### config.mk
export PLATFORM = sky130hd
export DESIGN_NAME = multi_ch_tick_gen
export DESIGN_NICKNAME = d
export VERILOG_FILES = /design/src/rtl/multi_ch_tick_gen.sv
export SDC_FILE = /design/constraint.sdc
export NUM_CORES = 1
export LEC_CHECK = 0
export CORE_ASPECT_RATIO = 0.75
export CORE_UTILIZATION = 58
export CTS_BUF_LIST = sky130_fd_sc_hd__clkbuf_8
export CTS_CLUSTER_DIAMETER = 100
export CTS_CLUSTER_SIZE = 16
export DETAILED_ROUTE_END_ITERATION = 8
export GPL_TIMING_DRIVEN = 0
export MAX_ROUTING_LAYER = met4
export PLACE_DENSITY = 0.86
export SLEW_MARGIN = 40
export SYNTH_ARGS = -nofsm -noshare
export SYNTH_HDL_FRONTEND = slang
export SYNTH_SLANG_ARGS = --single-unit
export TNS_END_PERCENT = 50
### constraint.sdc
create_clock -name clk -period 3.8 [get_ports clk]
set_clock_uncertainty 0.05 [all_clocks]
set_input_delay 0.76 -clock clk [delete_from_list [all_inputs] [get_ports clk]]
set_output_delay 0.76 -clock clk [all_outputs]
set_load 0.02 [all_outputs]
### src/rtl/multi_ch_tick_gen.sv
// N-channel clock-enable generator: runtime divisor per channel, one-cycle tick and 50% wave.
// Optional macro TICKGEN_SYNC_EN adds a sync_restart input that phase-aligns every channel.
module multi_ch_tick_gen #(
    parameter  int NUM_CH      = 4,
    parameter  int CNT_W       = 27,
    parameter  int DEFAULT_DIV = 2_000_000,
    localparam int CH_W        = (NUM_CH > 1) ? $clog2(NUM_CH) : 1
) (
    input  logic              clk,
    input  logic              resetSW_n,
`ifdef TICKGEN_SYNC_EN
    input  logic              sync_restart,
`endif
    input  logic [NUM_CH-1:0] ch_en,
    input  logic              cfg_we,
    input  logic [CH_W-1:0]   cfg_ch,
    input  logic [CNT_W-1:0]  cfg_div,
    output logic [NUM_CH-1:0] cfg_pend,
    output logic [NUM_CH-1:0] tick,
    output logic [NUM_CH-1:0] wave
);

    logic [CNT_W-1:0]  cnt_q    [NUM_CH];
    logic [CNT_W-1:0]  cnt_d    [NUM_CH];
    logic [CNT_W-1:0]  div_q    [NUM_CH];
    logic [CNT_W-1:0]  div_d    [NUM_CH];
    logic [CNT_W-1:0]  shadow_q [NUM_CH];
    logic [CNT_W-1:0]  shadow_d [NUM_CH];
    logic [NUM_CH-1:0] pend_q, pend_d;
    logic [NUM_CH-1:0] tick_q, tick_d;
    logic [NUM_CH-1:0] wave_q, wave_d;
    logic              restart;

`ifdef TICKGEN_SYNC_EN
    assign restart = sync_restart;
`else
    assign restart = 1'b0;
`endif

    always_comb begin
        for (int i = 0; i < NUM_CH; i++) begin
            // NOTE: every next-state signal is given its hold value first, so no path can infer a latch.
            cnt_d[i]    = cnt_q[i];
            div_d[i]    = div_q[i];
            shadow_d[i] = shadow_q[i];
            pend_d[i]   = pend_q[i];
            tick_d[i]   = tick_q[i];
            wave_d[i]   = wave_q[i];

            // div==0 is caught here, so div-1 below never underflows.
            if (restart || !ch_en[i] || div_q[i] == '0) begin
                cnt_d[i]  = '0;
                tick_d[i] = 1'b0;
                wave_d[i] = 1'b0;
                if (pend_q[i]) begin
                    div_d[i]  = shadow_q[i];
                    pend_d[i] = 1'b0;
                end
            end else if (cnt_q[i] == div_q[i] - CNT_W'(1)) begin
                cnt_d[i]  = '0;
                tick_d[i] = 1'b1;
                wave_d[i] = ~wave_q[i];
                if (pend_q[i]) begin
                    div_d[i]  = shadow_q[i];
                    pend_d[i] = 1'b0;
                end
            end else begin
                cnt_d[i]  = cnt_q[i] + CNT_W'(1);
                tick_d[i] = 1'b0;
            end

            // A write on an apply edge lands after the apply: old shadow used, new one stays pending.
            // Out-of-range indices match no channel and are dropped.
            if (cfg_we && int'(cfg_ch) == i) begin
                shadow_d[i] = cfg_div;
                pend_d[i]   = 1'b1;
            end
        end
    end

    // NOTE: sequential state uses non-blocking assignments so every register samples pre-edge values.
    always_ff @(posedge clk or negedge resetSW_n) begin
        if (!resetSW_n) begin
            // NOTE: these per-channel arrays are plain flops, not RAM, so every entry gets a reset value.
            for (int i = 0; i < NUM_CH; i++) begin
                cnt_q[i]    <= '0;
                div_q[i]    <= CNT_W'(DEFAULT_DIV);
                shadow_q[i] <= CNT_W'(DEFAULT_DIV);
            end
            pend_q <= '0;
            tick_q <= '0;
            wave_q <= '0;
        end else begin
            cnt_q    <= cnt_d;
            div_q    <= div_d;
            shadow_q <= shadow_d;
            pend_q   <= pend_d;
            tick_q   <= tick_d;
            wave_q   <= wave_d;
        end
    end

    assign cfg_pend = pend_q;
    assign tick     = tick_q;
    assign wave     = wave_q;

endmodule

# Yosys cells after proc, flatten, opt, wreduce, memory -nomap -nowiden
# Cells that the tools add are included.
[op_classes] n_addsub=8 multipliers=0 n_div=0 order_cmp=0 eq_ne=7 shift=0 muxes=48 bitwise=4 n_reduce_logical=25
[op_table] cell="2-to-1 mux 27 bit" count=20
[op_table] cell="adder 27 x 1 -> 27 bit (second input constant)" count=4
[op_table] cell="equality test 27 bit" count=4
[op_table] cell="zero test 27 bit" count=4
[op_table] cell="subtractor 27 x 1 -> 27 bit (second input constant)" count=4
[op_table] cell="2-to-1 mux 1 bit" count=28
[op_table] cell="nonzero test 3 bit" count=4
[op_table] cell="nonzero test 2 bit" count=4
[op_table] cell="equality test 2 bit (second input constant)" count=2
[op_table] cell="logical AND 1 bit" count=4
[op_table] cell="zero test 1 bit" count=4
[op_table] cell="logical OR 1 bit" count=4
[op_table] cell="inverter 1 bit" count=4
[op_table] cell="equality test 2 x 1 -> 1 bit (second input constant)" count=1
[op_table] cell="zero test 2 bit" count=1
[word_totals] reg_bits=336 latch_bits=0 ram_bits=0 romBits=0 in_bits=36 elab_cells=113 memories=0

# Logic depth before layout (Yosys ltp)
# Gate-level depths: netlist (run 1).
[logic_depth] word_depth=5 ltp_mapped=13 mapped_depth_nobuf=10

# Least setup slack after synthesis (run 1)
# No wires, ideal clock.
[synth_path] path_kind="register to register" startpoint="reg div_q[0] (netlist bit)" endpoint="reg div_q[23] (netlist bit)" arrival_time_ns=3.481 t_required_ns=3.608 setup_slack_ns=0.126 path_stages_with_launch=13 period_less_slack_ns=3.674 path_cell_list="dfrtp_1 > inv_1 > ha_1 > or4b_2 > or4b_1 > nor2_1 > nand2_1 > xnor2_1 > or4b_4 > buf_2 > buf_2 > a221oi_1 > o311ai_1"
[synth_via] elab_chain_len=3 elab_cells_between_ends=6 classes_between="1 x add/sub; 1 x eq/ne; 1 x mux; 3 x reduce/logical"
[synth_lines] item="start, declared" line_no="25" rtl="logic [CNT_W-1:0] div_q [NUM_CH];"
[synth_lines] item="start signal, assigned by index" line_no="87" rtl="div_q[i] <= CNT_W'(DEFAULT_DIV);"
[synth_lines] item="start signal, assigned" line_no="95" rtl="div_q <= div_d;"
[synth_lines] item="subtractor 27 x 1 -> 27 bit / zero test 27 bit (equally long branches)" line_no="59, 51"
[synth_lines] item="equality test 27 bit / logical OR 1 bit (equally long branches)" line_no="59, 51"
[synth_lines] item="nonzero test 2 bit (no line) / 2-to-1 mux 27 bit (equally long branches)"
# Several ways; a longest one is shown, not always the timed one.
# A chain may end at the register's enable or synchronous reset.

# Final worst setup path (run 1)
[layout_path] startpoint="reg div_q[28] (netlist bit)" endpoint="reg div_q[36] (netlist bit)"
# Same word-level chain as after synthesis.

==> flow_summary.yaml, run 1 <==
outcome:
  outcome: "finished with violations"
  violations: "negative setup slack"
power_and_ir_drop:
  p_int_mw: 6.26
  vdd_drop_max_uv: 314
  seqPwrFrac_pct: 51.5
  p_sw_share_pct: 35.4
  power_frac_comb_pct: 30.0
  clkPwrFrac_pct: 18.5
  p_per_area_nw_per_um2: 462
  switchingPower_mw: 3.44
  p_total_mw: 9.70
  p_leak_nw: 8.30
clock_tree:
  cts_sinks: 336
  clk-insertion-delay-late_ns: 0.62
  cts_tree: "yes"
  h-tree-depth: 1
  cts-root-buf: "clkbuf_8"
  clockBufferDepth: 3
  clk_pin_slew_ns: 0.11
  postCtsHoldBufs: 0
  cts_made_buffers: 24
floorplan:
  die_h_um: 157
  core_area_um2: 31500
  initial_utilization_pct: 59.3
  ioPinCount: 48
  row_count: 56
  die-area_um2: 32900
  die_width_um: 209
layout:
  final_common_cell: "dfrtp_1"
  final_cell_mix: "dfrtp_1, nor2_1, mux2_2"
  area_growth_pct: 12.7
  drive_above_1_share_pct: 21.5
  postLayoutCellArea_um2: 21000
  nNetsFinal: 1969
  post-route-util_pct: 66.8
  finalNonFillerCells: 2352
synthesis:
  synth-seq-area-share_pct: 45.5
  syn_avg_cell_area_um2: 10.3
  synth_ff_type: "dfrtp_1"
  synth_area_um2: 18600
  synth.net_count: 1861
  ys_ff_latch: 336
  yosysWarnings: 0
  synth-async-reset-ratio_pct: 100
  synth_cells: 1817
  yosysUniqueCellTypes: 86
  synth-edff-count: 0
detailed_routing:
  dr.pass1.iters: 6
  vias_per_cell: 6.30
  wirelength_mm: 47.9
  drtIter0Drc: 1738
  via_count: 14815
  drc_errors: 0
  wire_per_inst_um: 20.4
  antenna_left: 0
timing:
  finalSetupViolations: 1
  fin_ws_ns: -0.000468
  maxSlewHeadroom_pct: 41.6
  hold_viol: 0
  worst_pin_slew_ns: 0.869
  period_minus_slack_ns: 3.80
  rsz0062_at_grt: "yes"
  hold_ws_ns: 0.0235
  post-route-period-util_pct: 100
  fmax_mhz: 263
  final.setup.tns_ns: -0.000468
  slew_viol_final: 0
min_path:
  hold_path_class: "input port to asynchronous set/reset pin"
grt:
  track_usage_pct: 29.8
  grt_pass1_wl_mm: 75.9
  gr-total-overflow: 0
  grt_pass1_vias: 14422
  grt_max_degree: 77
  antenna_found_initial: 6
worst_setup_path:
  path_cells: "or4_4 -> buf_6 -> or4_4 -> or4b_1 -> a311o_1 -> nor4_2 -> and4_4 -> o21ai_4 -> clkbuf_16 -> mux2_4"
  slowest_delay_ns: 0.54
  crit_family: "simple AND/OR/NAND/NOR gates"
  crit_path_start: "div_q[28]"
  cpMostUsedCell: "or4_4"
  worstReg2RegStart: "div_q[28]"
  cp_slowest_cell: "or4_4"
  required_ns: 4.24
  critical_path_class: "flop to flop"
  worstPathArrival_ns: 4.24
  setup.worst_path.end_class: "flop"
  worstPathMaxFanout: 6
  path_buf_inv: 2
  crit_path_start_kind: "flop"
place:
  dp_hpwl_mm: 33.9
  gp_congestion: 0.931
  pre_cts_ws_ns: -0.564
  dpl_cell_area_um2: 19800
  dp_cells: 2274
  portBuffers: 47
job:
  drv_cap: 0
[worst reg2reg max path, cell delays in order, from the launching register on]
cell	delay [ns]
dfrtp_1	0.41
or4_4	0.54
buf_6	0.15
or4_4	0.44
or4b_1	0.51
a311o_1	0.29
nor4_2	0.33
and4_4	0.32
o21ai_4	0.14
clkbuf_16	0.23
mux2_4	0.29
[cells in the mapped netlist, drive strengths merged (12+ instances only)]
library cell  instances  area share, %
a21oi                21           0.56
a221oi               26            1.3
and2                 34            1.1
and3                 27           0.92
and4                 13           0.62
buf                  33            1.0
clkbuf               60            1.3
dfrtp               280             38
dfstp                56            7.9
inv                  34           0.68
mux2                193             12
nand2               131            2.6
nand2b               13           0.44
nand3                60            1.6
nand3b               12           0.48
nand4                35            1.2
nor2                218            4.4
nor3                 47            1.3
nor4                 51            1.8
o21ai                29           0.92
o311ai               25            1.2
or3                  20           0.68
or4                  21           0.89
xnor2               116            5.5
xor2                112            5.3
[registers in the layout (all words and copies together) (netlist names)]
| name | cells |
|---|---|
| wave | 4 |
| shadow_q | 108 |
| tick | 4 |
| div_q | 108 |
| cnt_q | 108 |
| cfg_pend | 4 |
[timing repair]
| action | 4_1_cts | 5_1_grt |
|---|---|---|
| setup buffers | 13 | 19 |
| endpoints found under the setup margin | 202 | 214 |
| pin swaps | 7 | 14 |
| cloned | 1 | 3 |
| gates resized for setup | 42 | 83 |
[cell families (layout without fill, tap and decap cells)]
logic type               after synthesis  count (layout)  synth area share [%]
adder cells (fa/ha/maj)                9               9                 0.591
multiplexers                         201             201                  12.5
flip-flops                           336             336                  45.5
XOR/XNOR                             228             228                  10.7
buffers and inverters                127             253                  2.99
AND/OR/NAND/NOR                      734             734                  20.3
other                                  0               3                     0
AO/OA/AOI/OAI                        182             182                  7.43
[path summary, 6_finish.rpt]
check                            end  slack, ns  depth (start not counted)
setup / recovery           div_q[36]    -0.0005                         10
hold / removal               wave[2]       0.02                          1
setup reg to reg           div_q[36]    -0.0005                         10
hold reg to reg            div_q[62]       0.44                          1
max in group asynchronous  div_q[98]       2.49                          3
min in group clk           div_q[62]       0.44                          1
[metal layers]
metal  part of all wire, %  global-route usage [%]  wire length, um  vias up
met3                   7.7                    4.69             3700      106
met4                   2.5                    8.05             1210        0
met1                    45                    41.5            21400     7370
met2                    45                    45.4            21600      625
met5                     0                       -                0        -
li1                      -                       -                -     6714
[cell type report]
class / count / area, um^2
diodes: 3 / 7.51
well taps: 406 / 508
flip-flops and latches: 336 / 8490
inverters: 34 / 128
multi-input cells: 1354 / 10100
clock buffers: 25 / 344
clock inverters: 19 / 71.3
plain buffers: 88 / 499
repair buffers: 87 / 908
fillers: 2231 / 10500
[power groups by stage]
stage               registers [mW]  clock network (mW)  logic (mW)
finish                        5.00                1.80        2.91
global route                  5.07                1.94        3.15
CTS                           4.94                1.81        2.68
detailed placement            5.00                   0        2.56
global placement              4.96                   0        2.39
floorplan                     4.75                   0        1.96
Power figures use the tool's default switching activity.
==> run 2, diff against run 1 <==
--- a/config.mk
+++ b/config.mk
@@ -5,6 +5,7 @@
 export SDC_FILE = /design/constraint.sdc
 export NUM_CORES = 1
 export LEC_CHECK = 0
+export ABC_AREA = 1
 export CORE_ASPECT_RATIO = 0.75
 export CORE_UTILIZATION = 58
 export CTS_BUF_LIST = sky130_fd_sc_hd__clkbuf_8
==> run 2 against run 1 <==
The run now ends clean; non-clock buffer count shrank 55; fmax grew 24%; synthesized cell count grew 40%; utilization shrank 2.8 points; sequential share of layout area grew 1.7 points.
==> flow_summary.yaml, run 2 <==
outcome:
  outcome: "completed"
worst_setup_path:
  critical_path_class: "flop to flop"
  worstPathMaxFanout: 10
  r2r_setup_slack_ns: 0.75
  setup.worst_path.end_class: "flop"
  crit_path_start_kind: "flop"
  required_ns: 4.25
  worstPathArrival_ns: 3.50
  crit_path_start: "div_q[81]"
  worstReg2RegStart: "div_q[81]"
synthesis:
  synth-seq-area-share_pct: 45.5
  ys_ff_latch: 336
  synth_compound_area_share_pct: 5.07
  yosysTopAreaCell: "dfrtp_1"
  synth.area.mux_share_pct: 0
  yosysMostFrequentCell: "nand2_1"
  synthTopCellsByCount: "nand2_1, nor2_1, dfrtp_1"
  synth_top_family_by_area: "simple AND/OR/NAND/NOR gates"
  synth.net_count: 2586
  yosysUniqueCellTypes: 38
  synth_ff_type: "dfrtp_1"
  synth-edff-count: 0
  syn_avg_cell_area_um2: 7.33
  yosys.area_share.adder_pct: 0.537
  synth-xor-area-share_pct: 6.65
  yosysWarnings: 0
  synth_area_um2: 18600
  yosys-top-cells-area: "dfrtp_1, nand2_1, dfstp_2"
  synth_cells: 2542
  yosysTopAreaCellShare_pct: 37.6
  synth-async-reset-ratio_pct: 100
  synth-simple-area-share_pct: 35.4
layout:
  drive_above_1_share_pct: 6.19
  nNetsFinal: 2663
  reg_top3: "cnt_q x108, div_q x108, shadow_q x108"
  post-route-util_pct: 64.0
  fillCellCount: 2798
  diodes: 0
  final_cell_mix: "nand2_1, nor2_1, dfrtp_1"
  final_common_cell: "nand2_1"
  finalNonFillerCells: 3040
  area_growth_pct: 8.01
place:
  gp_congestion: 0.942
  dp_hpwl_mm: 37.2
  portBuffers: 47
  dp_cells: 2999
grt:
  grtUsageMet2_pct: 45.0
  track_usage_pct: 30.8
  met3_usage_pct: 6.56
  grt_max_degree: 82
  grt_pass1_vias: 15419
  grt.busiest_layer: "met2"
  grt_pass1_wl_mm: 78.4
  gr-total-overflow: 0
  antenna_found_initial: 0
  grtUsageMet1_pct: 44.6
detailed_routing:
  vias_per_cell: 5.46
  antenna_left: 0
  drc_errors: 0
  wire_per_inst_um: 15.9
  via_count: 16586
  dr.pass1.iters: 5
  drtIter0Drc: 1509
  wirelength_mm: 48.3
clock_tree:
  clk-insertion-delay-late_ns: 0.62
  cts_tree: "yes"
  cts_setup_buffers: 0
  postCtsHoldBufs: 0
  cts_sinks: 336
  cts_made_buffers: 24
  h-tree-depth: 1
  cts_resized: 0
  cts-root-buf: "clkbuf_8"
  clockBufferDepth: 3
  clk_pin_slew_ns: 0.10
timing:
  worst_pin_slew_ns: 0.512
  post-route-period-util_pct: 80.4
  rsz0062_at_grt: "no"
  finalSetupViolations: 0
  hold_viol: 0
  maxSlewHeadroom_pct: 65.8
  slew_viol_final: 0
  fmax_mhz: 327
  final.setup.tns_ns: 0
  period_minus_slack_ns: 3.05
  hold_ws_ns: 0.0110
floorplan:
  ioPinCount: 48
  core_area_um2: 31500
  die_h_um: 157
  die-area_um2: 32900
  initial_utilization_pct: 59.3
  row_count: 56
  die_width_um: 209
power_and_ir_drop:
  p_per_area_nw_per_um2: 504
  vdd_drop_max_uv: 495
  p_leak_nw: 9.91
  p_total_mw: 10.1
job:
  drv_cap: 0
min_path:
  hold_path_class: "input port to asynchronous set/reset pin"
-- run 2: critical path, stage by stage (launching register included) --
cell	delay (ns)
dfrtp_1	0.40
inv_1	0.14
ha_1	0.26
nand2_1	0.12
nor2_1	0.36
nand2_1	0.09
nand2_1	0.08
inv_1	0.03
nor2_1	0.11
nand2_1	0.06
inv_1	0.05
nand2_1	0.04
nor2_1	0.09
nand2_1	0.07
nor2_1	0.13
nand3_2	0.21
nand2_4	0.23
nand2_4	0.13
buf_6	0.16
nand2_1	0.06
nand2_1	0.06
-- run 2: path summary, 6_finish.rpt --
kind / to / depth (start not counted)
max in group asynchronous: div_q[91] / 4
min in group clk: div_q[20] / 2
max: div_q[103] / 20
max reg2reg: div_q[103] / 20
min reg2reg: div_q[20] / 2
min: cnt_q[1] / 1
-- run 2: cells by family (layout without fill, tap and decap cells) --
| family | count (synthesis) | in the layout |
|---|---|---|
| adders and majority gates | 8 | 8 |
| DFF | 336 | 336 |
| AOI/OAI and AO/OA | 181 | 181 |
| xor gates and xnor gates | 140 | 140 |
| and+or+nand+nor | 1566 | 1566 |
| buffers and inverters | 311 | 403 |
-- run 2: routing by layer --
metal  vias to the layer above  share of wire [%]
met5                         -                  0
met4                         0                1.6
met3                        50                7.6
met2                       461                 43
met1                      7911                 48
li1                       8164                  -
-- run 2: cell type report --
type	count	area, um^2	share of cell area, %
plain buffers	69	377	1.87
repair buffers	51	586	2.91
inverters	242	908	4.51
flip-flops and latches	336	8480	42.1
multi-input cells	1895	8880	44.1
clock inverters	17	68.8	0.342
clock buffers	24	330	1.64
well taps	406	508	2.52
-- run 2: stage by stage --
step                instance area [um^2]  setup slack [ns]
floorplan                          18600              1.50
global placement                   19600            -12.05
detailed placement                 19700             0.858
CTS                                20100             0.819
global route                       20100             0.457
finish                             20100             0.745
-- run 2: power by group --
part / switching [mW] / internal, mW / total, mW
clock: 1.18 / 0.595 / 1.78
combinational: 2.37 / 1.22 / 3.59
sequential: 0.586 / 4.19 / 4.77
total: 4.14 / 6.01 / 10.1
==> run 3, diff against run 2 <==
--- a/config.mk
+++ b/config.mk
@@ -7,14 +7,14 @@
 export LEC_CHECK = 0
 export ABC_AREA = 1
 export CORE_ASPECT_RATIO = 0.75
-export CORE_UTILIZATION = 58
+export CORE_UTILIZATION = 65
 export CTS_BUF_LIST = sky130_fd_sc_hd__clkbuf_8
 export CTS_CLUSTER_DIAMETER = 100
 export CTS_CLUSTER_SIZE = 16
 export DETAILED_ROUTE_END_ITERATION = 8
 export GPL_TIMING_DRIVEN = 0
 export MAX_ROUTING_LAYER = met4
-export PLACE_DENSITY = 0.86
+export PLACE_DENSITY = 0.91
 export SLEW_MARGIN = 40
 export SYNTH_ARGS = -nofsm -noshare
 export SYNTH_HDL_FRONTEND = slang
==> constraint.sdc (replaced) <==
create_clock -name clk -period 3.12 [get_ports clk]
set_clock_uncertainty 0.05 [all_clocks]
set_input_delay 0.624 -clock clk [delete_from_list [all_inputs] [get_ports clk]]
set_output_delay 0.624 -clock clk [all_outputs]
set_load 0.02 [all_outputs]
==> run 3 against run 2 <==
Total power is 22% higher; critical path depth is 3 lower; sequential cell count unchanged; largest cell class unchanged.
==> flow_summary.yaml, run 3 (synthesized netlist as in run 2, its figures left out) <==
detailed_routing:
  dr.pass1.iters: 6
  wirelength_mm: 48.2
  drtIter0Drc: 1602
  drc_errors: 0
  antenna_left: 0
  wire_per_inst_um: 15.9
  via_count: 17026
  vias_per_cell: 5.62
timing:
  hold_viol: 0
  slew_viol_final: 0
  final.setup.tns_ns: 0
  period_minus_slack_ns: 2.95
  maxSlewHeadroom_pct: 62.3
  fin_ws_ns: 0.165
  hold_ws_ns: 0.440
  finalSetupViolations: 0
  post-route-period-util_pct: 94.7
  fmax_mhz: 338
  worst_pin_slew_ns: 0.561
clock_tree:
  clk-insertion-delay-late_ns: 0.63
  cts_tree: "yes"
  cts-root-buf: "clkbuf_8"
  clk_pin_slew_ns: 0.11
  clockBufferDepth: 3
  cts_sinks: 336
  h-tree-depth: 1
  cts_made_buffers: 24
floorplan:
  ioPinCount: 48
  die-area_um2: 29400
  die_width_um: 198
  initial_utilization_pct: 66.3
  row_count: 53
  core_area_um2: 28100
  die_h_um: 149
layout:
  drive_above_1_share_pct: 6.51
  final_common_cell: "nand2_1"
  area_growth_pct: 8.23
  reg_top3: "cnt_q x108, div_q x108, shadow_q x108"
  nNetsFinal: 2669
  final_cell_mix: "nand2_1, nor2_1, dfrtp_1"
  postLayoutCellArea_um2: 20200
  diodes: 0
place:
  gp_congestion: 1.01
  pre_cts_ws_ns: 0.180
  dp_hpwl_mm: 36.5
  dpl_cell_area_um2: 19700
  portBuffers: 47
grt:
  grt_pass1_vias: 15595
  grt_max_degree: 78
  antenna_found_initial: 0
  track_usage_pct: 34.5
  gr-total-overflow: 0
  grt_pass1_wl_mm: 78.3
worst_setup_path:
  r2r_setup_slack_ns: 0.17
  setup.worst_path.end_class: "flop"
  crit_path_start_kind: "flop"
  worstPathArrival_ns: 3.42
  required_ns: 3.59
  worstPathMaxFanout: 10
  critical_path_class: "flop to flop"
power_and_ir_drop:
  vdd_drop_max_uv: 431
  p_per_area_nw_per_um2: 614
  p_leak_nw: 9.95
job:
  drv_cap: 0
outcome:
  outcome: "completed"
min_path:
  hold_path_class: "input port to asynchronous set/reset pin"
## run 3: cell types whose count changed in the layout (fill, tap and decap cells not counted), sizes merged
cell and change:
dlygate4sd3 +1, inv +3, nand2 +1, buf +4
## run 3: power by group
part	internal (mW)	leakage [nW]	switching [mW]	total (mW)
clock network	0.729	0.278	1.46	2.19
logic	1.50	5.38	2.86	4.36
registers	5.10	4.29	0.743	5.84
## run 3: final cells by class
cell class	count	area, um^2
plain buffers	69	377
clock buffers	24	330
clock inverters	20	80.1
fillers	2265	7940
inverters	242	908
multi-input cells	1896	8890
flip-flops and latches	336	8480
well taps	385	482
repair buffers	56	626
## run 3: path summary, 6_finish.rpt
path                       depth (start not counted)      endpoint         start
max reg2reg                                       17     div_q[92]     div_q[81]
max                                               17     div_q[92]     div_q[81]
max in group asynchronous                          5  shadow_q[34]     resetSW_n
min reg2reg                                        2     div_q[88]  shadow_q[88]
min                                                2     cnt_q[22]     resetSW_n
min in group clk                                   2     div_q[88]  shadow_q[88]
## run 3: per-stage QoR
stage	power (mW)	instances	utilization, %
5_1_grt	13.2	3028	71.8
6_report	12.4	3028	71.8
2_1_floorplan	8.91	2542	-
4_1_cts	12.3	3023	71.6
3_3_place_gp	9.94	2974	69.7
3_5_place_dp	10.1	2978	70.1
## run 3: critical path, cell delays in order (launching register included)
cell and delay (ns):
dfrtp_1 0.41, inv_1 0.15, ha_2 0.23, nand2_1 0.12, nor2_2 0.16, buf_4 0.19, nand3_1 0.08, a21oi_1 0.18
nand2_1 0.07, nor2_1 0.14, nand2_1 0.07, nor2_1 0.19, nand3_2 0.22, nand2_4 0.19, nand2_4 0.11, buf_6 0.16
nand2_1 0.05, nand2_1 0.06
## run 3: metal layers
| layer | share of wire [%] | wire (um) | track usage, % | up-vias |
|---|---|---|---|---|
| met5 | 0 | 0 | - | - |
| met4 | 2.1 | 1020 | 7.71 | 0 |
| met3 | 8.6 | 4120 | 5.28 | 80 |
| met2 | 45 | 21500 | 51.4 | 712 |
| met1 | 45 | 21500 | 49.9 | 8056 |
| li1 | - | - | - | 8178 |
## run 3: repair_timing
item | 4_1_cts | 5_1_grt
buffers inserted | 0 | 4
gates resized for setup | 0 | 4
endpoints found under the setup margin | 0 | 120
endpoints found under the hold margin | 51 | 0
hold buffers | 1 | 0
